## src/rtl/network_input_process_rx_pkg.sv

```systemverilog
// Shared packet-buffer word layout, GMII framing bytes and address widths.
// Pure definitions: no latency, no flow control.
package tsn_pkt_pkg;

  localparam int BUFID_W = 9;
  localparam int WADDR_W = 16;
  localparam int IDX_W   = WADDR_W - BUFID_W;
  localparam int LEN_W   = 11;
  localparam int DATA_W  = 128;
  localparam int WORD_W  = 134;

  localparam int FIRST_BIT = 133;
  localparam int LAST_BIT  = 132;
  localparam int INV_MSB   = 131;
  localparam int INV_LSB   = 128;

  localparam logic [7:0] PREAMBLE_BYTE = 8'h55;
  localparam logic [7:0] SFD_BYTE      = 8'hD5;

  typedef logic [WORD_W-1:0] pkt_word_t;

  function automatic pkt_word_t make_word(input logic first, input logic last,
                                          input logic [3:0] inv,
                                          input logic [DATA_W-1:0] data);
    pkt_word_t w;
    w                  = '0;
    w[FIRST_BIT]       = first;
    w[LAST_BIT]        = last;
    w[INV_MSB:INV_LSB] = inv;
    w[DATA_W-1:0]      = data;
    return w;
  endfunction

endpackage

```

## src/rtl/network_input_process_rx_if.sv

```systemverilog
// GMII receive, bufid grant, buffer write and descriptor signals of one rx port.
// master = the rx process, slave = its environment (PHY, pool, buffer, forwarding).
interface network_input_process_rx_if;
  import tsn_pkt_pkg::*;

  logic [7:0]         iv_gmii_rxd;
  logic               i_gmii_rx_dv;
  logic               i_gmii_rx_er;

  logic               o_pkt_bufid_rd;
  logic [BUFID_W-1:0] iv_pkt_bufid;
  logic               i_pkt_bufid_ack;

  pkt_word_t          ov_pkt_wdata;
  logic [WADDR_W-1:0] ov_pkt_waddr;
  logic               o_pkt_wr;

  logic [BUFID_W-1:0] ov_bufid;
  logic [LEN_W-1:0]   ov_pkt_len;
  logic               o_descriptor_wr;
  logic               i_descriptor_ack;

  logic               o_pkt_input_pulse;
  logic               o_pkt_drop_pulse;

  modport master (
    input  iv_gmii_rxd, i_gmii_rx_dv, i_gmii_rx_er,
    input  iv_pkt_bufid, i_pkt_bufid_ack, i_descriptor_ack,
    output o_pkt_bufid_rd, ov_pkt_wdata, ov_pkt_waddr, o_pkt_wr,
    output ov_bufid, ov_pkt_len, o_descriptor_wr,
    output o_pkt_input_pulse, o_pkt_drop_pulse
  );

  modport slave (
    output iv_gmii_rxd, i_gmii_rx_dv, i_gmii_rx_er,
    output iv_pkt_bufid, i_pkt_bufid_ack, i_descriptor_ack,
    input  o_pkt_bufid_rd, ov_pkt_wdata, ov_pkt_waddr, o_pkt_wr,
    input  ov_bufid, ov_pkt_len, o_descriptor_wr,
    input  o_pkt_input_pulse, o_pkt_drop_pulse
  );

endinterface

```

## src/rtl/network_input_process_rx_packer.sv

```systemverilog
// Packs frame bytes into 16-byte buffer words; a word is written the cycle after its 16th byte.
// No backpressure: the buffer write port always accepts one word per cycle.
module rx_byte_packer
  import tsn_pkt_pkg::*;
(
  input  logic               clk,
  input  logic               rst,
  input  logic               start,
  input  logic               shift,
  input  logic               flush,
  input  logic [7:0]         byte_dat,
  input  logic [BUFID_W-1:0] bufid,
  output pkt_word_t          wdata,
  output logic [WADDR_W-1:0] waddr,
  output logic               wr,
  output logic [LEN_W-1:0]   byte_cnt
);

  logic [DATA_W-1:0] acc;
  logic [IDX_W-1:0]  idx;
  logic              word_full;
  logic [3:0]        inv_cnt;

  // Empty byte lanes of the last word; zero when the count is a multiple of 16.
  assign inv_cnt = 4'd0 - byte_cnt[3:0];

  always_ff @(posedge clk or posedge rst) begin
    if (rst) begin
      acc       <= '0;
      idx       <= '0;
      word_full <= 1'b0;
      byte_cnt  <= '0;
      wdata     <= '0;
      waddr     <= '0;
      wr        <= 1'b0;
    end else begin
      wr <= 1'b0;
      if (start) begin
        byte_cnt  <= '0;
        idx       <= '0;
        word_full <= 1'b0;
      end else begin
        word_full <= shift && (byte_cnt[3:0] == 4'hF);
        if (shift) begin
          acc      <= {acc[DATA_W-9:0], byte_dat};
          byte_cnt <= byte_cnt + 1'b1;
        end
        // A full word pending at end of frame is emitted once, already marked last.
        if (word_full || flush) begin
          wr    <= 1'b1;
          waddr <= {bufid, idx};
          idx   <= idx + 1'b1;
          wdata <= make_word(idx == '0, flush, inv_cnt, acc << {inv_cnt, 3'b000});
        end
      end
    end
  end

endmodule

```

## src/rtl/network_input_process_rx.sv

```systemverilog
// GMII rx port: strips preamble/SFD, writes frame words into a prefetched buffer, issues one descriptor per good frame.
// SFD to first word write 17 cycles; descriptor held until ack, frames arriving meanwhile are dropped.
module network_input_process_rx
  import tsn_pkt_pkg::*;
#(
  parameter int MAX_BYTES = 1536,
  parameter int MIN_BYTES = 64
) (
  input  logic                        i_clk,
  input  logic                        i_rst,
  network_input_process_rx_if.master  rx
);

  localparam logic [2:0] ST_IDLE = 3'd0;
  localparam logic [2:0] ST_PRE  = 3'd1;
  localparam logic [2:0] ST_DATA = 3'd2;
  localparam logic [2:0] ST_DESC = 3'd3;
  localparam logic [2:0] ST_DROP = 3'd4;

  logic [2:0]         state;
  logic               held;
  logic [BUFID_W-1:0] bufid;
  logic               desc_arm;
  logic               skip_frame;
  logic [LEN_W-1:0]   byte_cnt;
  logic               desc_busy;
  logic               in_data;
  logic               too_long;
  logic               shift;
  logic               flush;
  logic               start;

  assign desc_busy = desc_arm | rx.o_descriptor_wr;
  assign in_data   = (state == ST_DATA);
  assign too_long  = (byte_cnt == LEN_W'(MAX_BYTES));
  assign shift     = in_data && rx.i_gmii_rx_dv && !rx.i_gmii_rx_er && !too_long;
  assign flush     = in_data && !rx.i_gmii_rx_dv && (byte_cnt >= LEN_W'(MIN_BYTES));
  assign start     = (state == ST_PRE) && rx.i_gmii_rx_dv && (rx.iv_gmii_rxd == SFD_BYTE)
                     && held && !desc_busy;

  // Bufid prefetch: keep requesting until one is held; it is consumed only by an acked descriptor.
  always_ff @(posedge i_clk or posedge i_rst) begin
    if (i_rst) begin
      rx.o_pkt_bufid_rd <= 1'b0;
      held              <= 1'b0;
      bufid             <= '0;
    end else begin
      if (rx.o_descriptor_wr && rx.i_descriptor_ack) begin
        held <= 1'b0;
      end
      if (rx.o_pkt_bufid_rd && rx.i_pkt_bufid_ack) begin
        rx.o_pkt_bufid_rd <= 1'b0;
        held              <= 1'b1;
        bufid             <= rx.iv_pkt_bufid;
      end else begin
        rx.o_pkt_bufid_rd <= !held;
      end
    end
  end

  always_ff @(posedge i_clk or posedge i_rst) begin
    if (i_rst) begin
      state                <= ST_IDLE;
      skip_frame           <= 1'b1;
      desc_arm             <= 1'b0;
      rx.o_descriptor_wr   <= 1'b0;
      rx.ov_bufid          <= '0;
      rx.ov_pkt_len        <= '0;
      rx.o_pkt_input_pulse <= 1'b0;
      rx.o_pkt_drop_pulse  <= 1'b0;
    end else begin
      rx.o_pkt_input_pulse <= 1'b0;
      rx.o_pkt_drop_pulse  <= 1'b0;
      desc_arm             <= 1'b0;
      // After a reset, a frame already on the line is ignored until rx_dv drops.
      if (!rx.i_gmii_rx_dv) begin
        skip_frame <= 1'b0;
      end

      if (desc_arm) begin
        rx.o_descriptor_wr <= 1'b1;
        rx.ov_bufid        <= bufid;
        rx.ov_pkt_len      <= byte_cnt;
      end else if (rx.o_descriptor_wr && rx.i_descriptor_ack) begin
        rx.o_descriptor_wr   <= 1'b0;
        rx.o_pkt_input_pulse <= 1'b1;
      end

      case (state)
        ST_IDLE: begin
          if (rx.i_gmii_rx_dv && !skip_frame) state <= ST_PRE;
        end
        ST_PRE: begin
          if (!rx.i_gmii_rx_dv)                   state <= ST_IDLE;
          else if (rx.iv_gmii_rxd == SFD_BYTE)    state <= start ? ST_DATA : ST_DROP;
          else if (rx.iv_gmii_rxd != PREAMBLE_BYTE) state <= ST_DROP;
        end
        ST_DATA: begin
          if (!rx.i_gmii_rx_dv) begin
            if (flush) begin
              desc_arm <= 1'b1;
              state    <= ST_DESC;
            end else begin
              rx.o_pkt_drop_pulse <= 1'b1;
              state               <= ST_IDLE;
            end
          end else if (!shift) begin
            state <= ST_DROP;
          end
        end
        ST_DESC: begin
          if (rx.i_gmii_rx_dv)                                    state <= ST_PRE;
          else if (rx.o_descriptor_wr && rx.i_descriptor_ack)     state <= ST_IDLE;
        end
        ST_DROP: begin
          if (!rx.i_gmii_rx_dv) begin
            rx.o_pkt_drop_pulse <= 1'b1;
            state               <= ST_IDLE;
          end
        end
        default: state <= ST_IDLE;
      endcase
    end
  end

  rx_byte_packer u_packer (
    .clk      (i_clk),
    .rst      (i_rst),
    .start    (start),
    .shift    (shift),
    .flush    (flush),
    .byte_dat (rx.iv_gmii_rxd),
    .bufid    (bufid),
    .wdata    (rx.ov_pkt_wdata),
    .waddr    (rx.ov_pkt_waddr),
    .wr       (rx.o_pkt_wr),
    .byte_cnt (byte_cnt)
  );

endmodule

```

## src/flat_wrapper.sv

```systemverilog
// flat-port wrapper written by rule: the top's interface ports become plain ports
module network_input_process_rx_flat import tsn_pkt_pkg::*;
#(
  parameter int MAX_BYTES = 1536,
  parameter int MIN_BYTES = 64
)
  (i_clk, i_rst, rx_iv_gmii_rxd, rx_i_gmii_rx_dv, rx_i_gmii_rx_er, rx_iv_pkt_bufid, rx_i_pkt_bufid_ack, rx_i_descriptor_ack, rx_o_pkt_bufid_rd, rx_ov_pkt_wdata, rx_ov_pkt_waddr, rx_o_pkt_wr, rx_ov_bufid, rx_ov_pkt_len, rx_o_descriptor_wr, rx_o_pkt_input_pulse, rx_o_pkt_drop_pulse);
  network_input_process_rx_if rx_i ();
  input  logic i_clk;
  input  logic i_rst;
  input wire logic [$bits(rx_i.iv_gmii_rxd)-1:0] rx_iv_gmii_rxd;
  input wire logic [$bits(rx_i.i_gmii_rx_dv)-1:0] rx_i_gmii_rx_dv;
  input wire logic [$bits(rx_i.i_gmii_rx_er)-1:0] rx_i_gmii_rx_er;
  input wire logic [$bits(rx_i.iv_pkt_bufid)-1:0] rx_iv_pkt_bufid;
  input wire logic [$bits(rx_i.i_pkt_bufid_ack)-1:0] rx_i_pkt_bufid_ack;
  input wire logic [$bits(rx_i.i_descriptor_ack)-1:0] rx_i_descriptor_ack;
  output wire logic [$bits(rx_i.o_pkt_bufid_rd)-1:0] rx_o_pkt_bufid_rd;
  output wire logic [$bits(rx_i.ov_pkt_wdata)-1:0] rx_ov_pkt_wdata;
  output wire logic [$bits(rx_i.ov_pkt_waddr)-1:0] rx_ov_pkt_waddr;
  output wire logic [$bits(rx_i.o_pkt_wr)-1:0] rx_o_pkt_wr;
  output wire logic [$bits(rx_i.ov_bufid)-1:0] rx_ov_bufid;
  output wire logic [$bits(rx_i.ov_pkt_len)-1:0] rx_ov_pkt_len;
  output wire logic [$bits(rx_i.o_descriptor_wr)-1:0] rx_o_descriptor_wr;
  output wire logic [$bits(rx_i.o_pkt_input_pulse)-1:0] rx_o_pkt_input_pulse;
  output wire logic [$bits(rx_i.o_pkt_drop_pulse)-1:0] rx_o_pkt_drop_pulse;
  assign rx_i.iv_gmii_rxd = rx_iv_gmii_rxd;
  assign rx_i.i_gmii_rx_dv = rx_i_gmii_rx_dv;
  assign rx_i.i_gmii_rx_er = rx_i_gmii_rx_er;
  assign rx_i.iv_pkt_bufid = rx_iv_pkt_bufid;
  assign rx_i.i_pkt_bufid_ack = rx_i_pkt_bufid_ack;
  assign rx_i.i_descriptor_ack = rx_i_descriptor_ack;
  assign rx_o_pkt_bufid_rd = rx_i.o_pkt_bufid_rd;
  assign rx_ov_pkt_wdata = rx_i.ov_pkt_wdata;
  assign rx_ov_pkt_waddr = rx_i.ov_pkt_waddr;
  assign rx_o_pkt_wr = rx_i.o_pkt_wr;
  assign rx_ov_bufid = rx_i.ov_bufid;
  assign rx_ov_pkt_len = rx_i.ov_pkt_len;
  assign rx_o_descriptor_wr = rx_i.o_descriptor_wr;
  assign rx_o_pkt_input_pulse = rx_i.o_pkt_input_pulse;
  assign rx_o_pkt_drop_pulse = rx_i.o_pkt_drop_pulse;
  network_input_process_rx #(.MAX_BYTES(MAX_BYTES), .MIN_BYTES(MIN_BYTES)) u_core (.i_clk(i_clk), .i_rst(i_rst), .rx(rx_i));
endmodule
```

## config.mk

```make
export PLATFORM = sky130hd
export DESIGN_NAME = network_input_process_rx_flat
export DESIGN_NICKNAME = d
export VERILOG_FILES = /design/src/rtl/network_input_process_rx_pkg.sv /design/src/rtl/network_input_process_rx_if.sv /design/src/rtl/network_input_process_rx_packer.sv /design/src/rtl/network_input_process_rx.sv /design/src/flat_wrapper.sv
export SDC_FILE = /design/constraint.sdc
export NUM_CORES = 1
export LEC_CHECK = 0
export ABC_AREA = 1
export BUFFER_PORTS_ARGS = -buffer_cell sky130_fd_sc_hd__buf_2
export CAP_MARGIN = 20
export CORE_ASPECT_RATIO = 2
export CORE_MARGIN = 3
export CORE_UTILIZATION = 44
export CTS_CLUSTER_DIAMETER = 30
export DETAILED_ROUTE_END_ITERATION = 16
export GPL_TIMING_DRIVEN = 0
export SLEW_MARGIN = 10
export SYNTH_ARGS = -nofsm -noshare
export SYNTH_HDL_FRONTEND = slang
export SYNTH_SLANG_ARGS = --single-unit
```

## constraint.sdc

```tcl
create_clock -name i_clk -period 19.7 [get_ports i_clk]
set_clock_uncertainty 0.1 [all_clocks]
set_input_delay 1.97 -clock i_clk [delete_from_list [all_inputs] [get_ports i_clk]]
set_output_delay 1.97 -clock i_clk [all_outputs]
set_load 0.02 [all_outputs]
```

==> results.ini <==
[outcome]
outcome = complete, no violations

[synthesis]
synth_cells = 2571
syn_nets = 2598
synth_area_sq_mm = 0.0182
yosysTopAreaCellShare_pct = 46.1
ys_seq_area_share_pct = 46.3
yosysWarnings = 0
avgSynthCellArea_sq_um = 7.09
yosysTopAreaCell = dfrtp_1
synth_cell_types = 29
synthTopCellsByArea = dfrtp_1 (46%), nand2_1 (24%), nand3_1 (12%)
ys_ff_latch = 337

[sta]
slew_headroom_pct = 36.3
slew_viol_final = 0
worstMarginPinSlew_ns = 0.956
period_needed_ns = 4.01
rsz0062_at_grt = false
setup_ws_ns = 15.69
fmax_mhz = 250
finalSetupViolations = 0
final.setup.tns_ns = 0
hold_viol = 0
fin_crit_sh_pct = 20.3

[cts]
cts_setup_buffers = 0
cts_tree = built
clock-sinks = 337
htree_num_levels = 2
cts.repair.resized = 0
root_buffer = clkbuf_16
cts_max_path_buffers = 3
clk_pin_slew_ns = 0.06
hold_buffers = 0
clock_latency_ns = 0.55
numCtsBuffers = 40

[finish]
area_delta_synth_final_pct = 17.6
final_net_count = 2838
drive_gt1_share_pct = 14.9
diodes = 0

[place]
place.port_buffers = 196
gp_congestion = 1.10
dp_hpwl_um = 71300
pre_cts_ws_ns = 15.49

[job]
max_cap_viol_count = 0

[power]
ir_drop_mv = 0.110
power_leakage_nw = 11.9
p_per_area_mw_per_mm2 = 90.6
power_mw = 1.94

[grt]
track_usage_pct = 39.8
grt.overflow.total = 0
grt_pass1_vias = 19200
grt_pass1_wl_um = 126000
antenna_found_initial = 1
grt_max_degree = 122

[setup_path]
critPathKind = flop to flop
end_kind = flop
arrival_ns = 4.35
critPathMaxFanout = 10
start_kind = flop
cp_data_required_time_ns = 20.04
reg2reg_slack_ns = 15.69

[detailed_routing]
viasPerCell = 5.65
drt_iter0_markers = 1487
num_vias = 19100
firstDrtPassIters = 6
postRouteAntennaNets = 0
drc = 0
wl_per_cell_um = 26.1
wl_um = 88100

[floorplan]
fp.dieH_um = 294
core_area_sq_mm = 0.0406
die-width_um = 150
die_area_sq_mm = 0.0441
io_pins = 198
rows = 104
initial_utilization_pct = 44.9

[hold_path]
worstHoldPathType = flop to flop

[area by class of cell]
type / instances / area, sq um
Sequential cell: 337 / 8430
Tap cell: 530 / 663
Buffer: 165 / 967
Clock inverter: 25 / 395
Fill cell: 4129 / 19200
Multi-Input combinational cell: 1959 / 8410
Inverter: 110 / 420
Timing Repair Buffer: 198 / 1040
Clock buffer: 47 / 1100
[kinds of logic after synthesis]
logic type	count (synthesis)	synth area share, %
flops	337	46.3
buf+inv	275	7.57
simple gates	1759	39.9
xor+xnor	5	0.240
compound gates	183	5.22
mux	8	0.494
fa+ha+maj	4	0.275
[sequential cells by signal, indices dropped and copies added (netlist names), 3 cells and up]
signal	count
u_core.u_packer.byte_cnt	11
u_core.bufid	9
u_core.u_packer.acc	128
u_core.u_packer.idx	7
u_core.rx.ov_pkt_len	11
u_core.u_packer.wdata	134
u_core.rx.ov_bufid	9
u_core.u_packer.waddr	16
u_core.state	3
[stage by stage]
step,cells,hold WS [ns],cell area [sq um],util [%]
2_1_floorplan,2571,0.331,18200,-
4_1_cts,3371,0.352,21400,52.8
3_5_place_dp,3299,0.342,19900,49.1
5_1_grt,3371,0.369,21400,52.8
3_3_place_gp,3297,0.342,19900,48.9
6_report,3371,0.352,21400,52.8
[worst paths after layout]
check | endpoint | start | depth (start not counted)
max | u_core.u_packer.wdata[123]$_DFFE_PP0P_ | u_core.u_packer.byte_cnt[0]$_DFFE_PP0P_ | 14
min | u_core.skip_frame$_DFFE_PP1N_ | u_core.skip_frame$_DFFE_PP1N_ | 2
max reg2reg | u_core.u_packer.wdata[123]$_DFFE_PP0P_ | u_core.u_packer.byte_cnt[0]$_DFFE_PP0P_ | 14
min reg2reg | u_core.skip_frame$_DFFE_PP1N_ | u_core.skip_frame$_DFFE_PP1N_ | 2
max in group asynchronous | u_core.u_packer.byte_cnt[3]$_DFFE_PP0P_ | i_rst | 3
min in group asynchronous | u_core.u_packer.wdata[133]$_DFFE_PP0P_ | i_rst | 2
[report_power, final]
part	internal [mW]	switching, mW	total [mW]
logic	0.0944	0.285	0.380
registers	0.713	0.0224	0.735
clock network	0.503	0.324	0.827
[cells in the mapped netlist, drive strengths merged]
library cell,number
nand3,445
o22ai,2
xor2,5
nand3b,6
nor2,96
o21bai,1
inv,110
ha,4
clkbuf,47
buf,118
a21oi,21
dfrtp,336
dfstp,1
mux2,8
nor3,10
nand2,1194
o21ai,159
nand4,8
[cell usage in the layout (no fill, tap or decap), types with 7 or more instances in the layout]
cell type / netlist / final
inv_1: 102 / 101
nor2_1: 94 / 94
inv_6: 0 / 8
a21oi_1: 13 / 13
bufinv_16: 0 / 7
nand3_1: 445 / 445
nand2_1: 1188 / 1188
nand4_1: 8 / 8
mux2_2: 8 / 8
dfrtp_1: 336 / 336
clkbuf_16: 0 / 41
o21ai_0: 144 / 144
buf_2: 59 / 255
a21oi_2: 8 / 8
nor3_2: 7 / 7
buf_6: 18 / 18
clkbuf_1: 47 / 48
inv_2: 8 / 8
o21ai_1: 15 / 15
buf_4: 37 / 37
[critical path, cell delays in order (launching register included)]
cell and delay (ns):
dfrtp_1 0.41, inv_2 0.26, buf_4 0.27, buf_2 0.39
ha_1 0.30, buf_4 0.19, inv_2 0.12, clkbuf_1 0.50
nand3_1 0.37, nand3_1 0.36, nand2_1 0.16, nand2_1 0.15
nand2_1 0.15, nand2_1 0.10, nand2_1 0.05
[metal layers]
metal / vias to the layer above / track usage, % / routed length, um
met5: - / 0 / 0
met4: 0 / 42.1 / 12300
met3: 376 / 5.24 / 4690
met2: 914 / 68.6 / 43300
met1: 9057 / 38.4 / 27900
li1: 8711 / - / -
No activity file was read; power rests on OpenSTA's default activity.
